[config.mk]
export PLATFORM = sky130hd
export DESIGN_NAME = avalon_s_pipe_decoder
export DESIGN_NICKNAME = d
export VERILOG_FILES = /design/src/rtl/avalon_s_pipe_decoder.sv
export SDC_FILE = /design/constraint.sdc
export NUM_CORES = 1
export LEC_CHECK = 0
export ABC_CLOCK_PERIOD_IN_PS = 3820
export BUFFER_PORTS_ARGS = -buffer_cell sky130_fd_sc_hd__buf_4
export CORE_AREA = 2 2 171 173
export CTS_CLUSTER_SIZE = 14
export DETAILED_ROUTE_END_ITERATION = 10
export DIE_AREA = 0 0 173 175
export SLEW_MARGIN = 10
export SYNTH_ARGS = -nofsm -noshare
export SYNTH_HDL_FRONTEND = slang
export SYNTH_SLANG_ARGS = --single-unit
[constraint.sdc]
create_clock -name clk -period 3.82 [get_ports clk]
set_input_delay 0.764 -clock clk [delete_from_list [all_inputs] [get_ports clk]]
set_output_delay 0.764 -clock clk [all_outputs]
set_load 0.05 [all_outputs]
[src/rtl/avalon_s_pipe_decoder.sv]
// Avalon-MM address decoder: one pipelined host port fanned out to ND
// devices, with an internal error target for unmapped addresses.
//
// Ports:
//   clk, rst                  clock, async active-high reset
//   host_avn_*                host-side Avalon-MM slave port
//   devices_avn_*             flattened per-device master ports (dev i at
//                             slice [i*W +: W])
//   devices_address_low/high  inclusive address window per device
module avalon_s_pipe_decoder #(
  parameter int ND = 2,
  parameter int DW = 32,
  parameter int AW = 32,
  parameter int MAX_OUT = 4,
  parameter logic [DW-1:0] ERR_DATA = '0
) (
  input  logic              clk,
  input  logic              rst,
  input  logic              host_avn_read,
  input  logic              host_avn_write,
  input  logic [AW-1:0]     host_avn_address,
  input  logic [DW/8-1:0]   host_avn_byte_enable,
  input  logic [DW-1:0]     host_avn_writedata,
  output logic [DW-1:0]     host_avn_readdata,
  output logic              host_avn_readdatavalid,
  output logic [1:0]        host_avn_response,
  output logic              host_avn_waitrequest,
  output logic [ND-1:0]     devices_avn_read,
  output logic [ND-1:0]     devices_avn_write,
  output logic [ND*AW-1:0]  devices_avn_address,
  output logic [ND*DW/8-1:0] devices_avn_byte_enable,
  output logic [ND*DW-1:0]  devices_avn_writedata,
  input  logic [ND*DW-1:0]  devices_avn_readdata,
  input  logic [ND-1:0]     devices_avn_readdatavalid,
  input  logic [ND-1:0]     devices_avn_waitrequest,
  input  logic [ND*AW-1:0]  devices_address_low,
  input  logic [ND*AW-1:0]  devices_address_high
);

  localparam int TW = $clog2(ND + 1);
  localparam int CW = $clog2(MAX_OUT + 1);
  localparam logic [TW-1:0] ERR_TGT = TW'(ND);
  localparam logic [CW-1:0] CNT_MAX = CW'(MAX_OUT);

  logic [TW-1:0] tgt;
  logic [TW-1:0] cur_tgt;
  logic [CW-1:0] cnt;
  logic          err_pend;
  logic          miss;
  logic          stall;
  logic          rd_acc;
  logic          sel_wait;
  logic          sel_rdv;
  logic [DW-1:0] sel_rdata;

  // Walk from the top index down so the lowest hit overrides.
  always_comb begin
    tgt = ERR_TGT;
    for (int i = ND - 1; i >= 0; i--) begin
      if (host_avn_address >= devices_address_low[i*AW +: AW] &&
          host_avn_address <= devices_address_high[i*AW +: AW])
        tgt = TW'(i);
    end
  end

  assign miss = (tgt == ERR_TGT);

  // sel_wait follows the decoded target; sel_rdv/rdata follow the
  // target that owns the outstanding reads.
  always_comb begin
    sel_wait  = 1'b0;
    sel_rdv   = 1'b0;
    sel_rdata = '0;
    for (int i = 0; i < ND; i++) begin
      if (tgt == TW'(i))
        sel_wait = devices_avn_waitrequest[i];
      if (cur_tgt == TW'(i)) begin
        sel_rdv   = devices_avn_readdatavalid[i];
        sel_rdata = devices_avn_readdata[i*DW +: DW];
      end
    end
  end

  // A read may only follow reads to the same target, so responses
  // cannot come back out of order.
  assign stall = host_avn_read &
                 ((cnt == CNT_MAX) |
                  ((cnt != '0) & (tgt != cur_tgt)));

  assign host_avn_waitrequest = stall | sel_wait;
  assign rd_acc = host_avn_read & ~host_avn_waitrequest;

  assign devices_avn_address     = {ND{host_avn_address}};
  assign devices_avn_byte_enable = {ND{host_avn_byte_enable}};
  assign devices_avn_writedata   = {ND{host_avn_writedata}};

  always_comb begin
    devices_avn_read  = '0;
    devices_avn_write = '0;
    for (int i = 0; i < ND; i++) begin
      devices_avn_read[i]  = host_avn_read & ~stall &
                             (tgt == TW'(i));
      devices_avn_write[i] = host_avn_write &
                             (tgt == TW'(i));
    end
  end

  always_comb begin
    host_avn_readdatavalid = 1'b0;
    host_avn_readdata      = '0;
    host_avn_response      = 2'b00;
    unique case (1'b1)
      err_pend: begin
        host_avn_readdatavalid = 1'b1;
        host_avn_readdata      = ERR_DATA;
        host_avn_response      = 2'b11;
      end
      ((cnt != '0) & (cur_tgt != ERR_TGT) & sel_rdv): begin
        host_avn_readdatavalid = 1'b1;
        host_avn_readdata      = sel_rdata;
      end
      default: ;
    endcase
  end

  always_ff @(posedge clk or posedge rst) begin
    if (rst) begin
      cnt      <= '0;
      cur_tgt  <= '0;
      err_pend <= 1'b0;
    end else begin
      err_pend <= rd_acc & miss;
      if (rd_acc)
        cur_tgt <= tgt;
      if (rd_acc && !host_avn_readdatavalid &&
          cnt != CNT_MAX)
        cnt <= cnt + CW'(1);
      else if (!rd_acc && host_avn_readdatavalid &&
               cnt != '0)
        cnt <= cnt - CW'(1);
    end
  end

endmodule

==> impl_metrics.toml, run 1 <==
[timing]
fin_skew_ps = 3.062
hold_violations = 0
layout_setup_ws_ps = -307.2
grt_setup_unrepaired = "yes"
drv_slew = 0
worst_pin_slew_ps = 610.0
fmaxAchievable_mhz = 242.3
whs_ps = 469.3
setup_viol = 6
slew_headroom = 0.5925
setup_tns_ps = -1389
finalCriticalPeriod_ps = 4127
finalCritPeriodShare = 1.080

[layout]
regArea_um2 = 151.4
layout-drive-gt1-share = 0.5332
fin_cells = 1378
final_common_cell = "buf_4"
layout_common_cells = "405 x buf_4, 120 x inv_1, 101 x ha_1"
fill_cells = 3045
multi_input_area_um2 = 4178
area_growth_pct = 69.00
nNetsFinal = 1392
diodes = 0
final_core_utilization = 0.3080

[synth]
synthesis.area_um2 = 5174
synthAdderAreaFrac = 0.3134
synth_top_area_frac = 0.3096
muxShareOfSynthArea = 0.06796
synth_top_family_by_area = "adder cells"
synth_area_leader_cell = "ha_1"
synth_nets = 1106
synth_compound_area_frac = 0.1376
synthSimpleGateAreaFrac = 0.1470
syn-instance-count = 709
synth-seq-cells = 6
async_flop_share = 1.000
synth.avg_cell_area_um2 = 7.297
synth_edf_count = 0
synth_xor_area_frac = 0.001693
synth_cell_type_count = 50
yosys_warnings = 0
synth_area_leaders = "ha_1 31%, buf_4 20%, inv_1 9.5%"
synth_flop_cell = "dfrtp_1"
yosysSeqAreaShare = 0.02902

[floorplanning]
core.rowCount = 62
die_w_um = 173
initial_core_util = 0.1822
dieArea_um2 = 30280
design.core.area_um2 = 28390
dieHeight_um = 175
ios = 444

[drt]
via_per_inst = 4.123
postRouteAntennaNets = 0
drc = 0
drt_iter0_markers = 140
drtPass1Iterations = 4
wirelength_mm = 21.92
wl_per_cell_um = 15.90
vias = 5682

[outcome]
failed_checks = "negative setup slack"
outcome = "finished, violations left"

[pwr]
p_leak_uw = 0.004639
ir_drop_v = 0.0001611
p_per_area_nw_per_um2 = 296.3

[clock_tree]
clk_latency_ps = 230
path_clk_slew_ps = 40
cts_tree = "built"
numCtsBuffers = 3
htree_levels = 1
clk_path_buf_depth = 2
cts.sinks = 6
cts_root_buf = "clkbuf_16"
hold_buffers = 0

[critical_path]
cp_num_cells = 12
worstSetupEndpoint = "devices_avn_read[0]"
crit_family = "simple AND/OR/NAND/NOR gates"
rrSetupSlack_ps = 1160
cp_cell_sequence = "buf_4, buf_4, ha_4, and4_4, nand4_1, buf_4, a2111oi_4, o221a_4, nor4b_4, o31a_1, and2_4, buf_8"
cp_data_arrival_time_ps = 3360
worst-path-buf-inv = 4
r2r_cells = 9
cp_max_fo = 5
endpoint_kind = "primary output"
r2r_start = "cnt[0]"
cpMostUsedCell = "buf_4"
required_ps = 3060
slowest_stage = "o221a_4"
timing.rr.end = "cnt[1]"
startpoint = "host_avn_address[29]"
critical_path_class = "primary input to primary output"
cp-start-kind = "primary input"
cp_slowest_stage_delay_ps = 290

[place]
dp_hpwl_mm = 19.05
dp_worst_setup_slack_ps = -1137
portBuffers = 335
dp_cells = 1361
place.gp.congestion = 0.8622

[grt]
grt_pass1_wl_mm = 31.75
grt_antenna_before_repair = 0
first_global_vias = 5872
grt_max_degree = 33
grtUsageTotal = 0.1349
grt_overflow = 0

[worst_hold_path]
hold_path_class = "primary input to asynchronous set/reset pin"

[run]
maxCapViolCount = 0
[cells by family after synthesis]
group / after synthesis
compound gates: 111
buf+inv: 279
flops: 6
fa+ha+maj: 129
mux: 35
simple gates: 148
xor+xnor: 1
[per-stage QoR]
stage          cell area, um^2  total power [uW]
2_1_floorplan             5201              1709
3_3_place_gp              7725              2208
3_5_place_dp              7725              2237
4_1_cts                   8357              2544
5_1_grt                   8743              2767
6_report                  8743              2591
[worst min path at each step]
stage                      end        from  cells after the start
floorplan               cnt[0]      cnt[0]                      1
global placement    cur_tgt[0]  cur_tgt[0]                      1
global route            cnt[0]         rst                      2
finish                  cnt[0]         rst                      2
CTS                     cnt[0]         rst                      2
detailed placement  cur_tgt[0]  cur_tgt[0]                      1
[routing by layer]
metal / track usage / up-vias / wire, um
met5: 0 / - / 0
met4: 0.03849 / 0 / 548
met3: 0.03982 / 32 / 1798
met2: 0.2625 / 231 / 11490
met1: 0.1386 / 2578 / 8075
li1: - / 2841 / -
[final cells by class]
class                   instances  area share
clock buffers                   4    0.009015
well taps                     384     0.05495
flip-flops and latches          6     0.01732
repair buffers                429      0.3832
multi-input cells             424      0.4778
inverters                     131     0.05767
[worst register-to-register path: cells and delay by family, from the launching register on]
| family | cells | cell delay [ps] |
|---|---|---|
| compound gates | 4 | 870 |
| fa+ha+maj | 1 | 440 |
| flops | 1 | 440 |
| simple gates | 4 | 760 |
[registers in the layout (all words and copies together), names as in the netlist]
name	cells
cnt	3
cur_tgt	2
err_pend	1
[repair_timing]
item                                    CTS  global route
resized for setup                       100            57
setup buffers                             9             8
cloned                                    0             0
pin swaps                                34            25
endpoints found under the setup margin   11             9
[where the power goes]
part           leakage (uW)  internal, uW  total [uW]  switching (uW)
clock             0.0000382           139         177            38.1
sequential        0.0000719          95.7         139            43.8
combinational       0.00453           921        2270            1350
[cell usage after synthesis, types with 2 or more instances]
master / number
nand4b_1: 2
a2111oi_0: 5
a21o_1: 12
dfrtp_1: 6
nand3_1: 12
ha_1: 128
clkbuf_1: 9
o21ai_0: 16
a211oi_1: 6
nor3_1: 9
a21oi_1: 47
mux2i_1: 34
or3_1: 4
o211ai_1: 7
nand2b_1: 3
nand2_1: 30
a221oi_1: 2
o221a_2: 2
o21ai_1: 2
nand4_1: 19
nor2_1: 42
nor2b_1: 9
buf_4: 139
and2_1: 4
and4_1: 5
inv_1: 131
(Power assumes the default switching activity.)
==> run 2, diff against run 1 <==
--- a/config.mk
+++ b/config.mk
@@ -12,4 +12,5 @@
 export DETAILED_ROUTE_END_ITERATION = 10
 export DIE_AREA = 0 0 173 175
+export GPL_TIMING_DRIVEN = 1
 export SLEW_MARGIN = 10
 export SYNTH_ARGS = -nofsm -noshare
==> constraint.sdc (replaced) <==
create_clock -name clk -period 3.82 [get_ports clk]
set_input_delay 1.146 -clock clk [delete_from_list [all_inputs] [get_ports clk]]
set_output_delay 1.146 -clock clk [all_outputs]
set_load 0.05 [all_outputs]
==> run 2 against run 1 <==
The flow still finishes with violations (negative setup slack). Register-to-register slack worse by 280 ps. Design area rose by 2.3%. Combinational power increased by 3%. Sequential share of layout area is essentially flat. Clock-buffer cell count unchanged. Via count increased by 1.1%. Wire length down 0.56%. Fmax fell by 15%. First-iteration DRC count shrank 24%. Worst setup slack got worse by 740 ps. Die area stayed put. Cell count up 0.44%.
==> impl_metrics.toml, run 2 (synthesis gave the netlist of run 1 again) <==
[outcome]
outcome = "finished, violations left"
failed_checks = "negative setup slack"

[clock_tree]
cts.sinks = 6
cts_tree = "built"
cts_root_buf = "clkbuf_16"
numCtsBuffers = 3
hold_buffers = 0
clk_latency_ps = 230
clk_path_buf_depth = 2
path_clk_slew_ps = 30
htree_levels = 1

[place]
portBuffers = 335
place_area_um2 = 7915
place.gp.congestion = 0.8325
dp_cells = 1361
dp_hpwl_mm = 19.16
dp_worst_setup_slack_ps = -1503

[critical_path]
cp-start-kind = "primary input"
cp_data_arrival_time_ps = 3720
critical_path_class = "primary input to primary output"
required_ps = 2670
endpoint_kind = "primary output"
rrSetupSlack_ps = 880
cp_max_fo = 5

[pwr]
p_seq_frac = 0.053
power_frac_comb = 0.881
ir_drop_v = 0.0001563
p_per_area_nw_per_um2 = 295.3
p_sw_uw = 1427
power.internal_uw = 1215
p_leak_uw = 0.004696
p_clk_frac = 0.066
power_uw = 2642
swShare = 0.5401

[grt]
grt_overflow = 0
grt_pass1_wl_mm = 32.47
grt_max_degree = 34
grt_antenna_before_repair = 0
first_global_vias = 5895
grtUsageTotal = 0.1371

[floorplanning]
dieHeight_um = 175
ios = 444
dieArea_um2 = 30280
core.rowCount = 62
die_w_um = 173
design.core.area_um2 = 28390
initial_core_util = 0.1822

[layout]
top_regs = "cnt x3, cur_tgt x2, err_pend x1"
largest_reg_flops = 3
fin_cells = 1384
diodes = 0
largest-register = "cnt"
final_common_cell = "buf_4"
layout_common_cells = "400 x buf_4, 117 x inv_1, 98 x ha_1"
layout-drive-gt1-share = 0.5480
fill_cells = 3018
regArea_um2 = 151.4
multi_input_area_um2 = 4235
final_core_utilization = 0.3151
final_area_um2 = 8946
area_growth_pct = 72.91
nNetsFinal = 1398

[timing]
fmaxAchievable_mhz = 205.5
grt_setup_unrepaired = "yes"
finalCritPeriodShare = 1.274
hold_violations = 0
fin_skew_ps = 3.004
worst_pin_slew_ps = 604.7
finalCriticalPeriod_ps = 4867
slew_headroom = 0.5960
drv_slew = 0
layout_setup_ws_ps = -1047
setup_viol = 10

[drt]
via_per_inst = 4.151
drc = 0
drt_iter0_markers = 107
vias = 5745
wirelength_mm = 21.80
postRouteAntennaNets = 0
wl_per_cell_um = 15.75
drtPass1Iterations = 5

[worst_hold_path]
hold_path_class = "flop to flop"

[run]
maxCapViolCount = 0
run 2: cell count changes in the layout (fill, tap and decap cells not counted), sizes merged:
cell | before | now
buf | 429 | 435
run 2: cell type report:
| class | count | area share |
|---|---|---|
| well taps | 384 | 0.05371 |
| flip-flops and latches | 6 | 0.01692 |
| inverters | 131 | 0.05888 |
| clock buffers | 4 | 0.008811 |
| repair buffers | 435 | 0.3883 |
| multi-input cells | 424 | 0.4734 |
run 2: final timing paths:
check,from,to,cells past startpoint
min reg2reg,cnt[0],cnt[0],1
min,cnt[0],cnt[0],1
max reg2reg,cnt[0],cnt[1],11
max,host_avn_address[27],devices_avn_read[0],12
min in group asynchronous,rst,err_pend,2
max in group asynchronous,rst,cur_tgt[0],2
run 2: metal layers:
layer	global-route usage	vias to the layer above	routed length [um]
met5	0	-	0
met4	0.05826	0	743
met3	0.02415	36	1483
met2	0.2518	261	11010
met1	0.1554	2590	8560
li1	-	2858	-
run 2: metrics by stage:
step           setup TNS, ps  hold slack, ps
2_1_floorplan          -2573           535.1
6_report               -6862           578.3
3_5_place_dp          -11650           564.1
3_3_place_gp          -11710           562.5
4_1_cts                -6877           568.5
5_1_grt                -8590           626.8
run 2: timing repair:
action,CTS,global route
pin swaps,44,24
resized for setup,110,43
setup buffers,15,10
setup endpoints to repair,11,11
run 2: critical path: stages:
cell and delay, ps:
buf_4 140, ha_1 310, and2_1 170, a221o_1 310, a21oi_2 210, o211ai_1 120, buf_4 150, o221a_4 300
nor4_4 290, o31a_1 240, and2_4 190, buf_8 140
run 2: power by group through the flow:
stage	clock network (uW)	logic (uW)	registers, uW
floorplan	0	1610	121
global route	183	2510	146
finish	174	2330	139
detailed placement	0	2130	137
global placement	0	2110	136
CTS	176	2300	137
